===== src/rtl/fwd_scoreboard.sv =====
// Operand-bypass and hazard scoreboard: a DEPTH-stage tag pipeline chooses a forwarding source per operand and stalls until that producer is ready.
// Optional feature: define FWD_STALL_CNT_EN to build the saturating stall-cycle counter behind o_stall_cnt.
module fwd_scoreboard #(
    parameter int NSRC  = 2,
    parameter int DEPTH = 2,
    parameter int RW    = 5,
    parameter int SELW  = $clog2(DEPTH + 1)
) (
    input  logic                 i_clk,
    input  logic                 i_rst_n,
    input  logic                 i_ex_valid,
    input  logic [RW-1:0]        i_ex_rd,
    input  logic                 i_ex_we,
    input  logic [2:0]           i_ex_lat,
    input  logic [NSRC*RW-1:0]   i_ex_rs,
    input  logic [NSRC-1:0]      i_ex_rs_used,
    input  logic                 i_flush,
    output logic [NSRC*SELW-1:0] o_fwd_sel,
    output logic                 o_stall,
    output logic [31:0]          o_stall_cnt
);

    generate
        if (DEPTH < 2 || DEPTH > 7 || NSRC < 1 || NSRC > 4) begin : g_badParam
            $error("fwd_scoreboard: DEPTH must be 2..7 and NSRC 1..4");
        end
    endgenerate

    logic [DEPTH:1]      r_tagValid;
    logic [RW-1:0]       r_tagRd  [1:DEPTH];
    logic [2:0]          r_tagLat [1:DEPTH];

    logic [2:0]          w_latNorm;
    logic [NSRC*SELW-1:0] w_fwdSel;
    logic [NSRC-1:0]     w_opWait;
    logic                w_hazard;
    logic                w_stall;
    logic                w_accept;

    always_comb begin
        w_latNorm = i_ex_lat;
        if (i_ex_lat == 3'd0) begin
            w_latNorm = 3'd1;
        end else if (int'(i_ex_lat) > DEPTH) begin
            w_latNorm = 3'(DEPTH);
        end
    end

    // Scan oldest to youngest so the youngest match overwrites, ready or not.
    always_comb begin
        w_fwdSel = '0;
        w_opWait = '0;
        for (int i = 0; i < NSRC; i++) begin
            for (int s = DEPTH; s >= 1; s--) begin
                if (i_ex_rs_used[i] && r_tagValid[s] && (r_tagRd[s] != '0) &&
                    (r_tagRd[s] == i_ex_rs[i*RW +: RW])) begin
                    w_fwdSel[i*SELW +: SELW] = SELW'(s);
                    w_opWait[i]              = (s < int'(r_tagLat[s]));
                end
            end
        end
    end

    assign w_hazard  = i_ex_valid & (|w_opWait);
    assign w_stall   = w_hazard & ~i_flush;
    assign w_accept  = i_ex_valid & i_ex_we & ~i_flush & ~w_stall;

    assign o_fwd_sel = w_fwdSel;
    assign o_stall   = w_stall;

    always_ff @(posedge i_clk) begin
        if (!i_rst_n) begin
            r_tagValid <= '0;
            for (int s = 1; s <= DEPTH; s++) begin
                r_tagRd[s]  <= '0;
                r_tagLat[s] <= 3'd1;
            end
        end else begin
            for (int s = DEPTH; s >= 2; s--) begin
                r_tagValid[s] <= r_tagValid[s-1];
                r_tagRd[s]    <= r_tagRd[s-1];
                r_tagLat[s]   <= r_tagLat[s-1];
            end
            r_tagValid[1] <= w_accept;
            r_tagRd[1]    <= i_ex_rd;
            r_tagLat[1]   <= w_latNorm;
        end
    end

`ifdef FWD_STALL_CNT_EN
    logic [31:0] r_stallCnt;

    always_ff @(posedge i_clk) begin
        if (!i_rst_n) begin
            r_stallCnt <= '0;
        end else if (w_stall && (r_stallCnt != 32'hFFFF_FFFF)) begin
            r_stallCnt <= r_stallCnt + 32'd1;
        end
    end

    assign o_stall_cnt = r_stallCnt;
`else
    assign o_stall_cnt = 32'd0;
`endif

endmodule


===== config.mk =====
export PLATFORM = sky130hd
export DESIGN_NAME = fwd_scoreboard
export DESIGN_NICKNAME = d
export VERILOG_FILES = /design/src/rtl/fwd_scoreboard.sv
export SDC_FILE = /design/constraint.sdc
export NUM_CORES = 1
export LEC_CHECK = 0
export BUFFER_PORTS_ARGS = -buffer_cell sky130_fd_sc_hd__buf_4
export CORE_MARGIN = 8
export CORE_UTILIZATION = 46
export DETAILED_ROUTE_END_ITERATION = 12
export GPL_ROUTABILITY_DRIVEN = 1
export PLACE_DENSITY = 0.95
export SETUP_SLACK_MARGIN = 0.15
export SLEW_MARGIN = 0
export SYNTH_ARGS = -nofsm -noshare
export SYNTH_HDL_FRONTEND = slang
export SYNTH_SLANG_ARGS = --single-unit
export TNS_END_PERCENT = 30

===== constraint.sdc =====
create_clock -name i_clk -period 3.4 [get_ports i_clk]
set_input_delay 0.51 -clock i_clk [delete_from_list [all_inputs] [get_ports i_clk]]
set_output_delay 0.51 -clock i_clk [all_outputs]
set_load 0.05 [all_outputs]

### After elaboration in Yosys (flattened, before gate mapping)

Memories as Yosys holds them, arrays and structs flattened.
Index checks and enable logic that the tools add are counted.

* bits in registers: 2
* memory bits (writable): 16
* input port bits: 25
* output and inout port bits: 37
* word-level logic and storage cells: 53
* memories kept: 2

Memory list
* r_tagRd: depth 2, bits a word 5, read ports 2, clocked after Yosys merged registers in 0, write ports 2, line 30 `logic [RW-1:0] r_tagRd [1:DEPTH];`
* r_tagLat: depth 2, bits a word 3, read ports 2, clocked after Yosys merged registers in 0, write ports 2, line 31 `logic [2:0] r_tagLat [1:DEPTH];`

* $lt $le $gt $ge: 3
* eq/ne operators: 4
* multiplexer cells: 16
* bitwise operators: 11
* reduce and logical (&&, ||, !) cells: 16

Operator list (number)
* $eq A5 B5 Y1: 4
* $logic_and A1 B1 Y1: 12
* $mux W3: 4
* $mux W5: 2
* $reduce_bool A5 Y1: 2
* $mux W2: 4
* $mux W1: 6
* $and A1 B1 Y1: 5
* $or A1 B1 Y1: 4
* $gt A3 B2 Y1 const B: 1
* $logic_not A3 Y1: 1
* $lt A1 B3 Y1 const A: 1
* $lt A2 B3 Y1 const A: 1
* $not A1 Y1: 2
* $reduce_or A2 Y1: 1

### Logic depth before layout (Yosys ltp)

Gate-level depths: netlist of the first run.
An unclocked memory read counts as a cell.

* word-level depth: 11
* depth in mapped cells: 5

### Worst setup path before layout of the first run

Ideal clock, no wire load.

* path kind: input-to-output
* start point: input i_ex_rs[1]
* end point: output o_stall
* arrival: 2.723 ns
* data required time: 2.890 ns
* path slack: 0.167 ns
* cell stages on the path: 5
* path through: xnor2_1 nand4_1 nor3_1 o22a_1 a22o_1

* cells in the longest elaborated chain, start to end: 7

RTL lines
* from (decl): line 15 `input logic [NSRC*RW-1:0] i_ex_rs,`
* $eq A5 B5 Y1: line 56 `(r_tagRd[s] == i_ex_rs[i*RW +: RW])) begin`
* $logic_and A1 B1 Y1: line 55 `if (i_ex_rs_used[i] && r_tagValid[s] && (r_tagRd[s] != '0) &&`
* $mux W1: line 55
* $mux W1 (*): line 55
* $reduce_or A2 Y1 (*): line 64 `assign w_hazard = i_ex_valid & (|w_opWait);`
* $and A1 B1 Y1 (*): line 64
* $and A1 B1 Y1 (*): line 65 `assign w_stall = w_hazard & ~i_flush;`
* to (decl): line 19 `output logic o_stall,`

Every way passes the cells marked *; elsewhere a longest branch is shown, timed or not.

==> results of run 1 <==
## area by class of cell
type | instances | area share, %
sequential | 18 | 30.16
timing repair buffer | 28 | 17.59
tap | 28 | 2.932
multi-input combinational | 93 | 45.97
inverter | 1 | 0.3141
clock buffer | 4 | 3.037
## cell usage after synthesis (2+ instances only)
cell / number / area (sq um)
dfxtp_1: 18 / 360.4
xnor2_1: 12 / 105.1
nand2_1: 2 / 7.510
nand3_1: 3 / 15.01
nand4_1: 2 / 12.51
buf_4: 32 / 240.2
nor4_1: 2 / 12.51
and2_1: 12 / 75.07
nor3_1: 4 / 20.02
xor2_1: 8 / 70.07
## per-stage QoR
step	power, mW	hold WS [ns]
finish	0.4908	0.4192
floorplan	0.3689	0.3863
global placement	0.3678	0.3923
detailed placement	0.3711	0.4054
CTS	0.4968	0.4120
global route	0.5154	0.4174
## path summary, 6_finish.rpt
path / to / cells after the start
setup reg to reg: r_tagValid[1] / 5
setup / recovery: o_stall / 6
hold / removal: r_tagLat[2][0] / 1
hold reg to reg: r_tagLat[2][0] / 1
## cells by family (layout without fill, tap and decap cells)
| kind of cell | after synthesis | in the layout | share of synthesized area (%) |
|---|---|---|---|
| other | 1 | 33 | 0.3615 |
| buffers and inverters | 34 | 33 | 23.88 |
| AOI/OAI and AO/OA | 8 | 8 | 5.549 |
| and+or+nand+nor | 32 | 32 | 18.58 |
| DFF | 18 | 18 | 34.74 |
| xor gates and xnor gates | 20 | 20 | 16.89 |
## registers in the layout, summed over array words and instances, names as in the netlist
register	count
r_tagLat	6
r_tagRd	10
r_tagValid	2
## per-layer routing
metal | vias to the layer above | GRT usage (%)
li1 | 368 | -
met1 | 336 | 8.485
met2 | 43 | 20.03
met3 | 3 | 6.184
met4 | 0 | 5.014
met5 | - | 0
## power by group
part | switching (mW) | total, mW | internal, mW
clock | 0.0577 | 0.123 | 0.0652
sequential | 0.00875 | 0.230 | 0.221
combinational | 0.100 | 0.138 | 0.0380
total | 0.167 | 0.491 | 0.324
==> summary.md, run 1 <==
| Metric | Value |
|---|---|
| Number of setup violations in the final report | `0` |
| Largest net degree at the start of global routing | `17` |
| Starting Density | `47.81%` |
| Die ar. | `4030 sq um` |
| Period utilization | `76.64%` |
| Port Buffer Count | `28` |
| Crit path cell chain | `or4_4 > o21ai_2 > nor3_1 > o22a_1 > a22o_1 > buf_4` |
| FILL cells | `roughly 200` |
| CP peak stage delay | `0.55 ns` |
| Cells after DPL | `168` |
| Area Growth Syn to Fin | `15.20%` |
| Cells after Synth | `113` |
| Non-filler cells, final | `172` |
| Setup ws final | `0.7943 ns` |
| CTS Buf Count | `3` |
| H-Tree Depth | `1` |
| Worst Path Buf+Inv | `1` |
| Critical path launch point type | `flip-flop` |
| Clock transition at the registers of the reported paths | `0.09 ns` |
| Static Leakage | `between 0.5 and 0.6 nW` |
| Synthesized area per cell | `9.179 sq um` |
| DR WL met2 | `1140 microns` |
| Post-synth EDFFs | `0` |
| Layout cells sized above 1 | `24.31%` |
| Vias in the first global route | `795` |
| CP max FO | `4` |
| CTS Root Cell | `clkbuf_4` |
| Worst endpoint required time | `2.89 ns` |
| # nets final | `170` |
| DRT met1 WL | `671 microns` |
| GRT overflow | `0` |
| Top Layer Used | `met4` |
| Placer Congestion | `0.8134` |
| Vias/cell | `4.360` |
| Rows | `17` |
| Post-DP HPWL | `1874 microns` |
| Clock sink total | `18` |
| Ys async rst share | `0%` |
| Die W | `63.49 microns` |
| Worst flop-to-flop path startpoint | `r_tagRd[1][0]` |
| CP startpoint | `r_tagRd[1][0]` |
| N_diodes | `0` |
| RSZ-0062 raised after global routing | `false` |
| Final Cell Area | `1195 sq um` |
| Max Cap Violations | `0` |
| Clock Path Buffers | `2` |
| Reg area | `360.3 sq um` |
| Clock Latency Late Sink | `~0.28 ns` |
| Multi-input logic area | `roughly 550 sq um` |
| YS warnings | `0` |
| # Post-CTS Setup Buffers | `0` |
| Hold/Removal Path Class | `flip-flop to flip-flop` |
| Seq cells post-synth | `18` |
| Detail Route Antenna Nets | `0` |
| Cell variety after synth | `28` |
| Met3 wire length | `around 290 microns` |
| Placed cell area | `between 1000 and 1500 sq um` |
| Final TNS setup | `0 ns` |
| Fmax | `roughly 380 MHz` |
| Drt wl/cell | `12.40 microns` |
| Status | `completed` |
| Initial antenna violation count | `0` |
| CTS resizes | `0` |
| Core area | `2170 sq um` |
| Data arrival time of the critical path | `~2.1 ns` |
| Max stage delay cell, worst path | `or4_4` |
| Final hold vios | `0` |
| Most common cell after layout, fill and taps aside | `conb_1` |
| Post-CTS Hold Fix Bufs | `0` |
| CP Capture Type | `output pin` |
| Min cycle time layout | `2.606 ns` |
| Die height | `approximately 63 microns` |
| Initial DRC Count | `19` |
| Pre-CTS WS | `0.9421 ns` |
| DRC violations left | `0` |
| Most frequent cells in the layout | `conb_1 (33), buf_4 (28), dfxtp_1 (18), xnor2_1 (12), and2_1 (12)` |
| Clk_skew | `0.001877 ns` |
| Power per cell area | `410.7 nW/um^2` |
| First-pass GRT wire length | `around 3500 microns` |
| CTS tree | `done` |
| CP Class | `flip-flop to output pin` |
| Sequential cell area fraction in the yosys report | `34.74%` |
| Hold Crit Start | `r_tagLat[1][0]` |
| Boundary Pins | `62` |
| Most used flip-flop cell after synthesis | `dfxtp_1` |
| Fin util | `between 50% and 60%` |
| Routed vias | `750` |
| Syn Std Cell Area | `1037 sq um` |
| R2r setup slk | `approximately 1.7 ns` |
| DRT Pass-1 Iters | `4` |
| Max IR drop VDD | `307.0 uV` |
| GRT Total Usage | `10.63%` |
| CP delay by family, top | `simple AND/OR/NAND/NOR gates` |
| WL final | `2133 microns` |
| Final Max Slew Viols | `0` |
(Power assumes the default switching activity.)
==> inputs of run 2 (changes only) <==
CORE_UTILIZATION = 38   (was 46)
PLACE_DENSITY = 0.85   (was 0.95)
clock period = 2.2 ns   (was 3.4 ns; I/O delays follow)
==> run 2 against run 1 <==
- the flow now finishes with violations (setup timing)
- sequential power rose by 54%
- non-clock buffer count increased by 6
- worst hold slack got worse by 0.16 ns
- highest routed layer unchanged
==> summary.md, run 2 (synthesized netlist as in run 1, its figures left out) <==
| Metric | Value |
|---|---|
| Largest net degree at the start of global routing | `17` |
| GRT overflow | `0` |
| Switching power | `0.2571 mW` |
| Vias in the first global route | `758` |
| Die ar. | `between 4000 and 5000 sq um` |
| First-pass GRT wire length | `3118 microns` |
| Die height | `68.25 microns` |
| Layout cells sized above 1 | `32.21%` |
| H-Tree Depth | `1` |
| Final TNS setup | `-0.2059 ns` |
| Routed vias | `761` |
| Most common cell after layout, fill and taps aside | `conb_1` |
| Clock share of power | `20.4%` |
| Hold/Removal Path Class | `input pin to flip-flop` |
| Initial antenna violation count | `0` |
| CP Class | `flip-flop to output pin` |
| Clock sink total | `18` |
| Status | `finished, violations left` |
| Max Cap Violations | `0` |
| Sequential share of power | `48.8%` |
| WL final | `2145 microns` |
| Number of setup violations in the final report | `2` |
| Combinational power share | `a little under a third` |
| N_diodes | `0` |
| Core area | `2663 sq um` |
| PnR Total Power | `just over 0.7 mW` |
| Static Leakage | `just over 0.6 nW` |
| Clk_skew | `0.004819 ns` |
| Clock Path Buffers | `2` |
| Non-filler cells, final | `180` |
| CTS Buf Count | `3` |
| Die W | `68.25 microns` |
| CP Capture Type | `output pin` |
| Initial DRC Count | `14` |
| DRT met1 WL | `about 750 microns` |
| Sw Share | `35.49%` |
| FILL cells | `249` |
| Post-CTS Hold Fix Bufs | `0` |
| Final Cell Area | `about 1300 sq um` |
| CTS Root Cell | `clkbuf_4` |
| Worst endpoint required time | `1.87 ns` |
| Most frequent cells in the layout | `conb_1 (33), buf_4 (31), dfxtp_1 (16), xnor2_1 (12), and2_1 (12)` |
| Data arrival time of the critical path | `2.02 ns` |
| Fmax | `424.9 MHz` |
| DRT Pass-1 Iters | `4` |
| Clock Latency Late Sink | `0.28 ns` |
| Port Buffer Count | `28` |
| Drt wl/cell | `~12 microns` |
| Pre-CTS WS | `0.04749 ns` |
| Final hold vios | `0` |
| CTS tree | `done` |
| Max IR drop VDD | `237.9 uV` |
| Cells after DPL | `174` |
| Top flop regs | `r_tagRd x10, r_tagLat x6, r_tagValid x2` |
| DR WL met2 | `1132 microns` |
| DRC violations left | `0` |
| Rows | `19` |
| GRT Total Usage | `under 10%` |
| CP max FO | `2` |
| Placer Congestion | `0.7427` |
| Most flop-heavy register | `r_tagRd` |
| Boundary Pins | `62` |
| # nets final | `176` |
| Area Growth Syn to Fin | `26.78%` |
| Top Layer Used | `met4` |
| Placed cell area | `1254 sq um` |
| Violations in the final reports | `setup timing` |
| Period utilization | `107.0%` |
| Largest register FFs | `10` |
| Clock transition at the registers of the reported paths | `0.09 ns` |
| Final Max Slew Viols | `0` |
| Starting Density | `38.96%` |
| Min cycle time layout | `2.354 ns` |
| P_int | `between 0.4 and 0.5 mW` |
| Setup ws final | `-0.1537 ns` |
| Met3 wire length | `229 microns` |
| Power per cell area | `550.9 nW/um^2` |
| RSZ-0062 raised after global routing | `true` |
| Critical path launch point type | `flip-flop` |
| Detail Route Antenna Nets | `0` |
| Vias/cell | `4.228` |
## run 2: cell types whose count changed in the layout (fill, tap and decap cells not counted), moves of 2 or more
cell	delta
nor3_1	-4
buf_4	+3
dfxtp_1	-2
dfxtp_2	+2
nor3_4	+4
buf_6	+2
## run 2: stage by stage
stage,utilization [%],hold WS [ns]
2_1_floorplan,-,0.3863
3_5_place_dp,47.09,0.3994
4_1_cts,49.39,0.2466
5_1_grt,49.39,0.2529
6_report,49.39,0.2545
3_3_place_gp,47.09,0.3910
## run 2: routing by layer
| metal | track usage, % | vias up |
|---|---|---|
| met4 | 4.859 | 0 |
| met2 | 15.59 | 29 |
| li1 | - | 378 |
| met1 | 8.807 | 350 |
| met3 | 3.601 | 4 |
| met5 | 0 | - |
## run 2: final cells by class
cell class                      instances  area, sq um  area share (%)
Clock buffer                            3        22.52           1.713
Inverter                                1        3.754          0.2854
Multi-Input combinational cell         93        616.8           46.91
Sequential cell                        18        362.8           27.59
Tap cell                               31        38.79           2.950
Timing Repair Buffer                   34        270.3           20.55
## run 2: worst paths after layout
check / start / to / slack (ns) / cells past startpoint
max: r_tagRd[1][3] / o_stall / -0.15 / 6
min: i_ex_rd[0] / r_tagRd[1][0] / 0.25 / 2
max reg2reg: r_tagRd[1][3] / r_tagValid[1] / 0.48 / 6
min reg2reg: r_tagLat[1][0] / r_tagLat[2][0] / 0.41 / 1
## run 2: power groups by stage
stage / registers, mW / clock network, mW / logic (mW)
floorplan: 0.360 / 0 / 0.216
global placement: 0.362 / 0 / 0.216
detailed placement: 0.362 / 0 / 0.220
CTS: 0.354 / 0.155 / 0.222
global route: 0.356 / 0.166 / 0.237
finish: 0.354 / 0.148 / 0.223
## run 2: critical path, cell delays in order, from the launching register on
cell and delay, ns:
dfxtp_1 0.32, or4_4 0.54, o21ai_4 0.23, nor3_4 0.05, o22a_1 0.20, a22o_4 0.25
buf_8 0.15
## run 2: timing repair
item | in CTS | in global routing
endpoints found under the hold margin | 0 | 0
setup buffers | 3 | 0
resized for setup | 5 | 0
endpoints found under the setup margin | 4 | 5
pin swaps | 4 | 4
